[src/rtl/pc_fetch_unit.sv]
// Program counter and instruction-fetch stage: one outstanding imem request, result lands in the IF/ID register.
// Optional feature macro MISALIGN_TRAP_EN: misaligned redirects raise misalign_exc instead of loading the PC.
module pc_fetch_unit #(
   parameter logic [31:0] RESET_PC  = 32'h0000_0000,
   parameter logic [31:0] NOP_INSTR = 32'h0000_0013
) (
   input  logic        clk,
   input  logic        rst,
   input  logic        stall,
   input  logic        redirect_valid,
   input  logic [31:0] redirect_pc,
   output logic        imem_req_valid,
   input  logic        imem_req_ready,
   output logic [31:0] imem_addr,
   input  logic        imem_resp_valid,
   input  logic [31:0] imem_resp_data,
   output logic        if_valid,
   output logic [31:0] if_pc,
   output logic [31:0] if_instr,
   output logic [31:0] pc_current
`ifdef MISALIGN_TRAP_EN
   ,
   output logic        misalign_exc
`endif
);

   localparam int unsigned INSTR_BYTES = 4;

   typedef enum logic [1:0] {S_FETCH, S_WAIT, S_HOLD} state_t;

   state_t      r_state;
   logic [31:0] r_pc;
   logic [31:0] r_hold;
   logic        r_drop;
   logic        r_if_valid;
   logic [31:0] r_if_pc;
   logic [31:0] r_if_instr;

   logic        w_hs;
   logic        w_misalign;
   logic [31:0] w_target;
   logic [31:0] w_pc_next;

`ifdef MISALIGN_TRAP_EN
   logic r_misalign;

   assign w_misalign = redirect_valid & (redirect_pc[1:0] != 2'b00);
   assign w_target   = redirect_pc;

   always_ff @(posedge clk or posedge rst) begin
      if (rst) r_misalign <= 1'b0;
      else     r_misalign <= w_misalign;
   end

   assign misalign_exc = r_misalign;
`else
   assign w_misalign = 1'b0;
   assign w_target   = redirect_pc & ~32'h0000_0003;
`endif

   // Request is only presented in FETCH and never while reset is asserted
   assign imem_req_valid = (r_state == S_FETCH) & ~rst;
   assign imem_addr      = r_pc;
   assign w_hs           = imem_req_valid & imem_req_ready;
   assign w_pc_next      = r_pc + 32'(INSTR_BYTES);

   always_ff @(posedge clk or posedge rst) begin
      if (rst) begin
         r_state    <= S_FETCH;
         r_pc       <= RESET_PC;
         r_hold     <= '0;
         r_drop     <= 1'b0;
         r_if_valid <= 1'b0;
         r_if_pc    <= '0;
         r_if_instr <= NOP_INSTR;
      end else if (redirect_valid) begin
         r_if_valid <= 1'b0;
         r_if_instr <= NOP_INSTR;
         if (!w_misalign) r_pc <= w_target;
         unique case (r_state)
            S_FETCH: begin
               if (w_hs) begin
                  r_state <= S_WAIT;
                  r_drop  <= ~w_misalign;
               end
            end
            S_WAIT: begin
               // A response coinciding with the redirect is consumed here so WAIT cannot deadlock
               if (imem_resp_valid) begin
                  r_state <= S_FETCH;
                  r_drop  <= 1'b0;
               end else if (!w_misalign) begin
                  r_drop  <= 1'b1;
               end
            end
            S_HOLD:  r_state <= S_FETCH;
            default: r_state <= S_FETCH;
         endcase
      end else begin
         if (!stall) r_if_valid <= 1'b0;
         unique case (r_state)
            S_FETCH: begin
               if (w_hs) r_state <= S_WAIT;
            end
            S_WAIT: begin
               if (imem_resp_valid) begin
                  if (r_drop) begin
                     r_drop  <= 1'b0;
                     r_state <= S_FETCH;
                  end else if (!stall) begin
                     r_if_valid <= 1'b1;
                     r_if_pc    <= r_pc;
                     r_if_instr <= imem_resp_data;
                     r_pc       <= w_pc_next;
                     r_state    <= S_FETCH;
                  end else begin
                     r_hold  <= imem_resp_data;
                     r_state <= S_HOLD;
                  end
               end
            end
            S_HOLD: begin
               if (!stall) begin
                  r_if_valid <= 1'b1;
                  r_if_pc    <= r_pc;
                  r_if_instr <= r_hold;
                  r_pc       <= w_pc_next;
                  r_state    <= S_FETCH;
               end
            end
            default: r_state <= S_FETCH;
         endcase
      end
   end

   assign if_valid   = r_if_valid;
   assign if_pc      = r_if_pc;
   assign if_instr   = r_if_instr;
   assign pc_current = r_pc;

endmodule

[config.mk]
export PLATFORM = sky130hd
export DESIGN_NAME = pc_fetch_unit
export DESIGN_NICKNAME = d
export VERILOG_FILES = /design/src/rtl/pc_fetch_unit.sv
export SDC_FILE = /design/constraint.sdc
export NUM_CORES = 1
export LEC_CHECK = 0
export BUFFER_PORTS_ARGS = -buffer_cell sky130_fd_sc_hd__buf_4
export CAP_MARGIN = 20
export CORE_MARGIN = 2
export CORE_UTILIZATION = 53
export CTS_BUF_LIST = sky130_fd_sc_hd__clkbuf_8
export CTS_CLUSTER_SIZE = 24
export DETAILED_ROUTE_END_ITERATION = 12
export GPL_TIMING_DRIVEN = 0
export PLACE_DENSITY = 0.81
export REMOVE_ABC_BUFFERS = 1
export SLEW_MARGIN = 20
export SYNTH_ARGS = -nofsm -noshare
export SYNTH_HDL_FRONTEND = slang
export SYNTH_SLANG_ARGS = --single-unit
[constraint.sdc]
create_clock -name clk -period 5.7 [get_ports clk]
set_input_delay 1.14 -clock clk [delete_from_list [all_inputs] [get_ports clk]]
set_output_delay 1.14 -clock clk [all_outputs]
set_load 0.05 [all_outputs]
; After elaboration in Yosys (flattened, before gate mapping)
; Index checks and enable logic that the tools add are counted.
[op_classes]
n_addsub = 1
n_eq_ne = 9
n_mux = 36
n_bitwise = 5
reduce_logical = 12
[op_table]
columns = cell, n
row1 = $mux W32, 12
row2 = $pmux W32 S2, 3
row3 = $add A32 B3 Y32 const B, 1
row4 = $ne A3 B3 Y1 const B, 5
row5 = $mux W2, 7
row6 = $mux W1, 10
row7 = $reduce_and A5 Y1, 2
row8 = $reduce_and A4 Y1, 2
row9 = $reduce_bool A2 Y1, 4
row10 = $pmux W2 S3, 1
row11 = $ne A2 B2 Y1 const B, 2
row12 = $pmux W1 S2, 2
row13 = $pmux W2 S2, 1
row14 = $not A1 Y1, 3
row15 = $reduce_and A3 Y1, 1
row16 = $reduce_bool A3 Y1, 1
row17 = $and A1 B1 Y1, 2
row18 = $eq A2 B1 Y1 const B, 1
row19 = $eq A2 B2 Y1 const B, 1
row20 = $logic_not A2 Y1, 1
row21 = $reduce_and A2 Y1, 1
[word_totals]
wordCells = 70
input_bits = 70
reg_bits = 132

; Depth between registers and ports, before layout
[logic_depth]
word_depth = 6
mapped_depth = 8
mapped_depth_nobuf = 6

; Worst setup path after synthesis
; No wires, ideal clock.
[synth_timing]
path_kind = input to output
from = input port rst
to = output port imem_req_valid
t_required_ps = 4560
path_buffers = 0
slack_ps = 2731
stages = 1
t_arrival_ps = 1829
cell_sequence = nor2b_1
[synth_via]
elab_chain_len = 2
[synth_rtl]
columns = item, line_no
row1 = start: declaration, 8  ; input logic rst,
row2 = $not A1 Y1, 62  ; assign imem_req_valid = (r_state == S_FETCH) & ~rst;
row3 = $and A1 B1 Y1, 62
row4 = end: declaration, 12  ; output logic imem_req_valid,
; No other way between the ends.

; Worst setup path in the final report
[layout_timing]
from = input port redirect_valid
to = register r_pc[17], in the netlist imem_addr[17]
[layout_via]
elab_chain_len = 2
elab_cells_between_ends = 5
[layout_rtl]
columns = item, line_no
row1 = start: declaration, 10  ; input logic redirect_valid,
row2 = $ne A3 B3 Y1 (no source line) / $reduce_bool A3 Y1 (equally long branches), n/a
row3 = $reduce_and A3 Y1 (no source line), n/a
row4 = end signal: assignment, 79  ; if (!w_misalign) r_pc <= w_target;
row5 = end signal: assignment, 114  ; r_pc <= w_pc_next;
row6 = end signal: assignment, 127  ; r_pc <= w_pc_next;
row7 = end: declaration, 32  ; logic [31:0] r_pc;
; Several ways; a longest one is shown, not always the timed one.
; A chain may end at the register's enable or synchronous reset.

==> summary.txt <==
Global route
  • Congestion Overflow GR: 0
  • Number of global-route vias before repair: roughly 5,300
  • Largest net degree at the start of global routing: 84
  • Total GRT Usage: 0.247
  • Global-route wire length before repair: 25,300 um
  • Initial antenna violation count: 0

Synthesis
  • Primary FF master, synth: dfrtp_1
  • Largest family of logic cells by synthesized area: multiplexers
  • Yosys cell types: 55
  • Post-synth EDFFs: 0
  • Synthesized area per cell: approximately 11 sq um
  • Mux cell area share after synthesis: 0.160
  • Yosys reg bits: 128
  • Ys Warns: 0
  • Sequential element share of the synthesized area: 0.499
  • Adder-cell share of the synthesized area: 0.00779
  • Post-synthesis async set-or-reset flop share: 1.00
  • Xor/xnor cell area share of the yosys netlist: 0.00817
  • Post-Synth Simple-Gate Area: 0.131
  • Compound-Gate Fraction of Synth Area: 0.120
  • Mapped Area: 0.00643 sq mm
  • Post-Syn Instances: about 590

Routing
  • Average routed wire per standard cell: 17.5 um
  • DR vias: around 5,200
  • Final wirelength: between 15,000 and 20,000 um
  • DR iter-0 viols: 259
  • Vias per cell: 5.79
  • Pre-Repair DR Iteration Count: 5
  • DRC: 0
  • Final ANT Viol Nets: 0

Worst setup path
  • CP required: around 6 ns
  • Crit path max fanout: between 70 and 80
  • Setup crit end kind: flop
  • R2R setup slack: 2.81 ns
  • CP startpoint kind: input pin
  • Critical setup path kind: input pin to flop
  • Cells on worst reg2reg path: 6
  • Worst path arrival time: 3.47 ns

Status
  • Outcome: complete, no violations

Layout
  • Fillers: 896
  • Area of the multi-input gates: 0.00281 sq mm
  • Storage cell area: 0.00321 sq mm
  • Area growth, synth to finish: 27.8%
  • N_diodes: 0
  • Post-Layout Cell Count: 897
  • Final Net Count: 811
  • Share of cells above drive strength 1: 0.407

Clock network
  • Clock transition at path regs: around 0.07 ns
  • Post-CTS sizing: 0
  • Root buffer cell: clkbuf_8
  • CTS sink count: 128
  • Post-CTS Setup Bufs: 0
  • TritonCTS clock tree: built
  • CTS H-tree depth: 4
  • Max clock buf depth: 2
  • Cts hold-fix bufs: 0
  • Clk Latency, worst-skew pair: 0.45 ns
  • Cts bufs inserted: 17

Die
  • Initial Utilization: 0.540
  • Core footprint: around 0.012 sq mm
  • Die Ht: 114 um
  • Die width: 114 um
  • Io pins: 200
  • DIE AREA: 0.0130 sq mm
  • # rows: 40

STA
  • Max Clk Rate: 0.319 GHz
  • Final period demand of the worst path: 3.14 ns
  • Final setup fails: 0
  • Hold Fails Final Rpt: 0
  • Final period util: 0.550
  • Slew Limit Fails: 0
  • Slew margin rel.: 0.326
  • Final clock skew: 0.0132 ns
  • RSZ-0062 raised after global routing: no
  • Hold WS: 0.502 ns
  • Slew @ Worst Pin: slightly above 1 ns

Power and ir drop
  • Clock power frac: 0.201
  • Seq pwr share: 0.354
  • Leakage power: 0.00368 uW
  • Switching power: between 1500 and 2000 uW
  • P per Cell Area: slightly below 500 mW/mm^2
  • Peak supply drop: 0.000236 V
  • Gate power share: 0.445
  • Pint: 2270 uW
  • Sw frac: 0.426

Place
  • Hpwl dp: between 10,000 and 15,000 um
  • PortBufs: between 150 and 200
  • Post-Place Cells: roughly 870
  • GP Congestion: 0.835

Hold path
  • Hold path cells: 2
  • Min-delay worst type: flop to flop

Run
  • Max_cap viols: 0
placed cells by master, fill, tap and decap left out, types with 3 or more instances in the layout:
| cell | n |
|---|---|
| clkinvlp_4 | 4 |
| and4_1 | 3 |
| buf_16 | 3 |
| dfstp_2 | 3 |
| ha_1 | 3 |
| conb_1 | 6 |
| nand2b_1 | 6 |
| o211ai_1 | 6 |
| xnor2_1 | 5 |
| nand3_1 | 15 |
| bufinv_16 | 3 |
| a31oi_1 | 14 |
| o31ai_1 | 8 |
| inv_1 | 12 |
| nand4_1 | 11 |
| nand2_1 | 32 |
| nor2_1 | 57 |
| o21ai_0 | 13 |
| clkbuf_8 | 17 |
| dfrtp_1 | 125 |
| and3_1 | 4 |
| a21oi_1 | 5 |
| mux2i_1 | 33 |
| nor2b_1 | 5 |
| clkinv_2 | 4 |
| nand3b_1 | 3 |
| a311o_1 | 3 |
| a211oi_1 | 34 |
| and2_1 | 5 |
| mux2_2 | 61 |
| buf_4 | 191 |
| or4_1 | 11 |
cell usage after synthesis (6+ instances only):
master	number	area, sq um
o31ai_1	8	60.1
o21ai_0	13	65.1
nand2_1	32	120
dfrtp_1	125	3130
nand2b_1	6	37.5
o211ai_1	6	45.0
inv_1	12	45.0
a211oi_1	35	263
mux2_2	61	687
or4_1	11	82.6
a21oi_1	6	30.0
a31oi_1	14	87.6
nand4_1	11	68.8
nand3_1	15	75.1
nor2_1	57	214
buf_4	36	270
mux2i_1	33	330
clkbuf_1	26	97.6
registers in the layout, summed over array words and instances, names as in the netlist:
name       flops
if_instr      32
r_hold        32
if_pc         30
imem_addr     30
r_state        2
if_valid       1
r_drop         1
layer usage:
| metal | part of all wire | global-route usage | wire length, um |
|---|---|---|---|
| met5 | 0 | 0 | 0 |
| met4 | 0.018 | 0.103 | 281 |
| met3 | 0.087 | 0.0826 | 1370 |
| met2 | 0.50 | 0.424 | 7930 |
| met1 | 0.39 | 0.284 | 6140 |
cell type report:
cell class | instances | share of cell area
sequential | 128 | 0.390
multi-input combinational | 379 | 0.341
timing repair buffer | 197 | 0.190
clock buffer | 17 | 0.0285
tap | 147 | 0.0224
clock inverter | 15 | 0.0207
inverter | 14 | 0.00700
logic make-up (layout without fill, tap and decap cells):
family,after synthesis,after routing
and+or+nand+nor,164,164
DFF,128,128
AOI/OAI and AO/OA,104,104
muxes,95,95
buffers and inverters,85,243
xor gates and xnor gates,6,6
adders and majority gates,4,4
other,1,6
power groups by stage:
stage	combinational (uW)	sequential, uW	clock [uW]
after floorplan	572	2050	0
after global placement	1710	1390	0
after detailed placement	1770	1420	0
after CTS	1780	1400	815
after global routing	1860	1440	856
final	1760	1400	796
through the flow:
stage / utilization / setup TNS (ns) / worst slack [ns] / instance area, sq um / total power (uW)
global placement: 0.642 / -40.34 / -0.709 / 7650 / 3100
global route: 0.690 / 0 / 2.37 / 8220 / 4160
floorplan: - / 0 / 0.834 / 6030 / 2620
CTS: 0.690 / 0 / 2.58 / 8220 / 3990
finish: 0.690 / 0 / 2.56 / 8220 / 3960
detailed placement: 0.656 / 0 / 2.09 / 7810 / 3190
final timing paths:
kind                                  to           start
min in group asynchronous       if_pc[3]             rst
max in group asynchronous    if_instr[0]             rst
max reg2reg                imem_addr[28]      r_state[0]
min                          if_instr[4]     if_instr[4]
min reg2reg                  if_instr[4]     if_instr[4]
max                        imem_addr[17]  redirect_valid
critical path, cell delays in order:
cell and delay, ns:
buf_4 0.58, clkinv_1 1.03, o311a_1 0.42, a221o_1 0.25
Power figures use the tool's default switching activity.
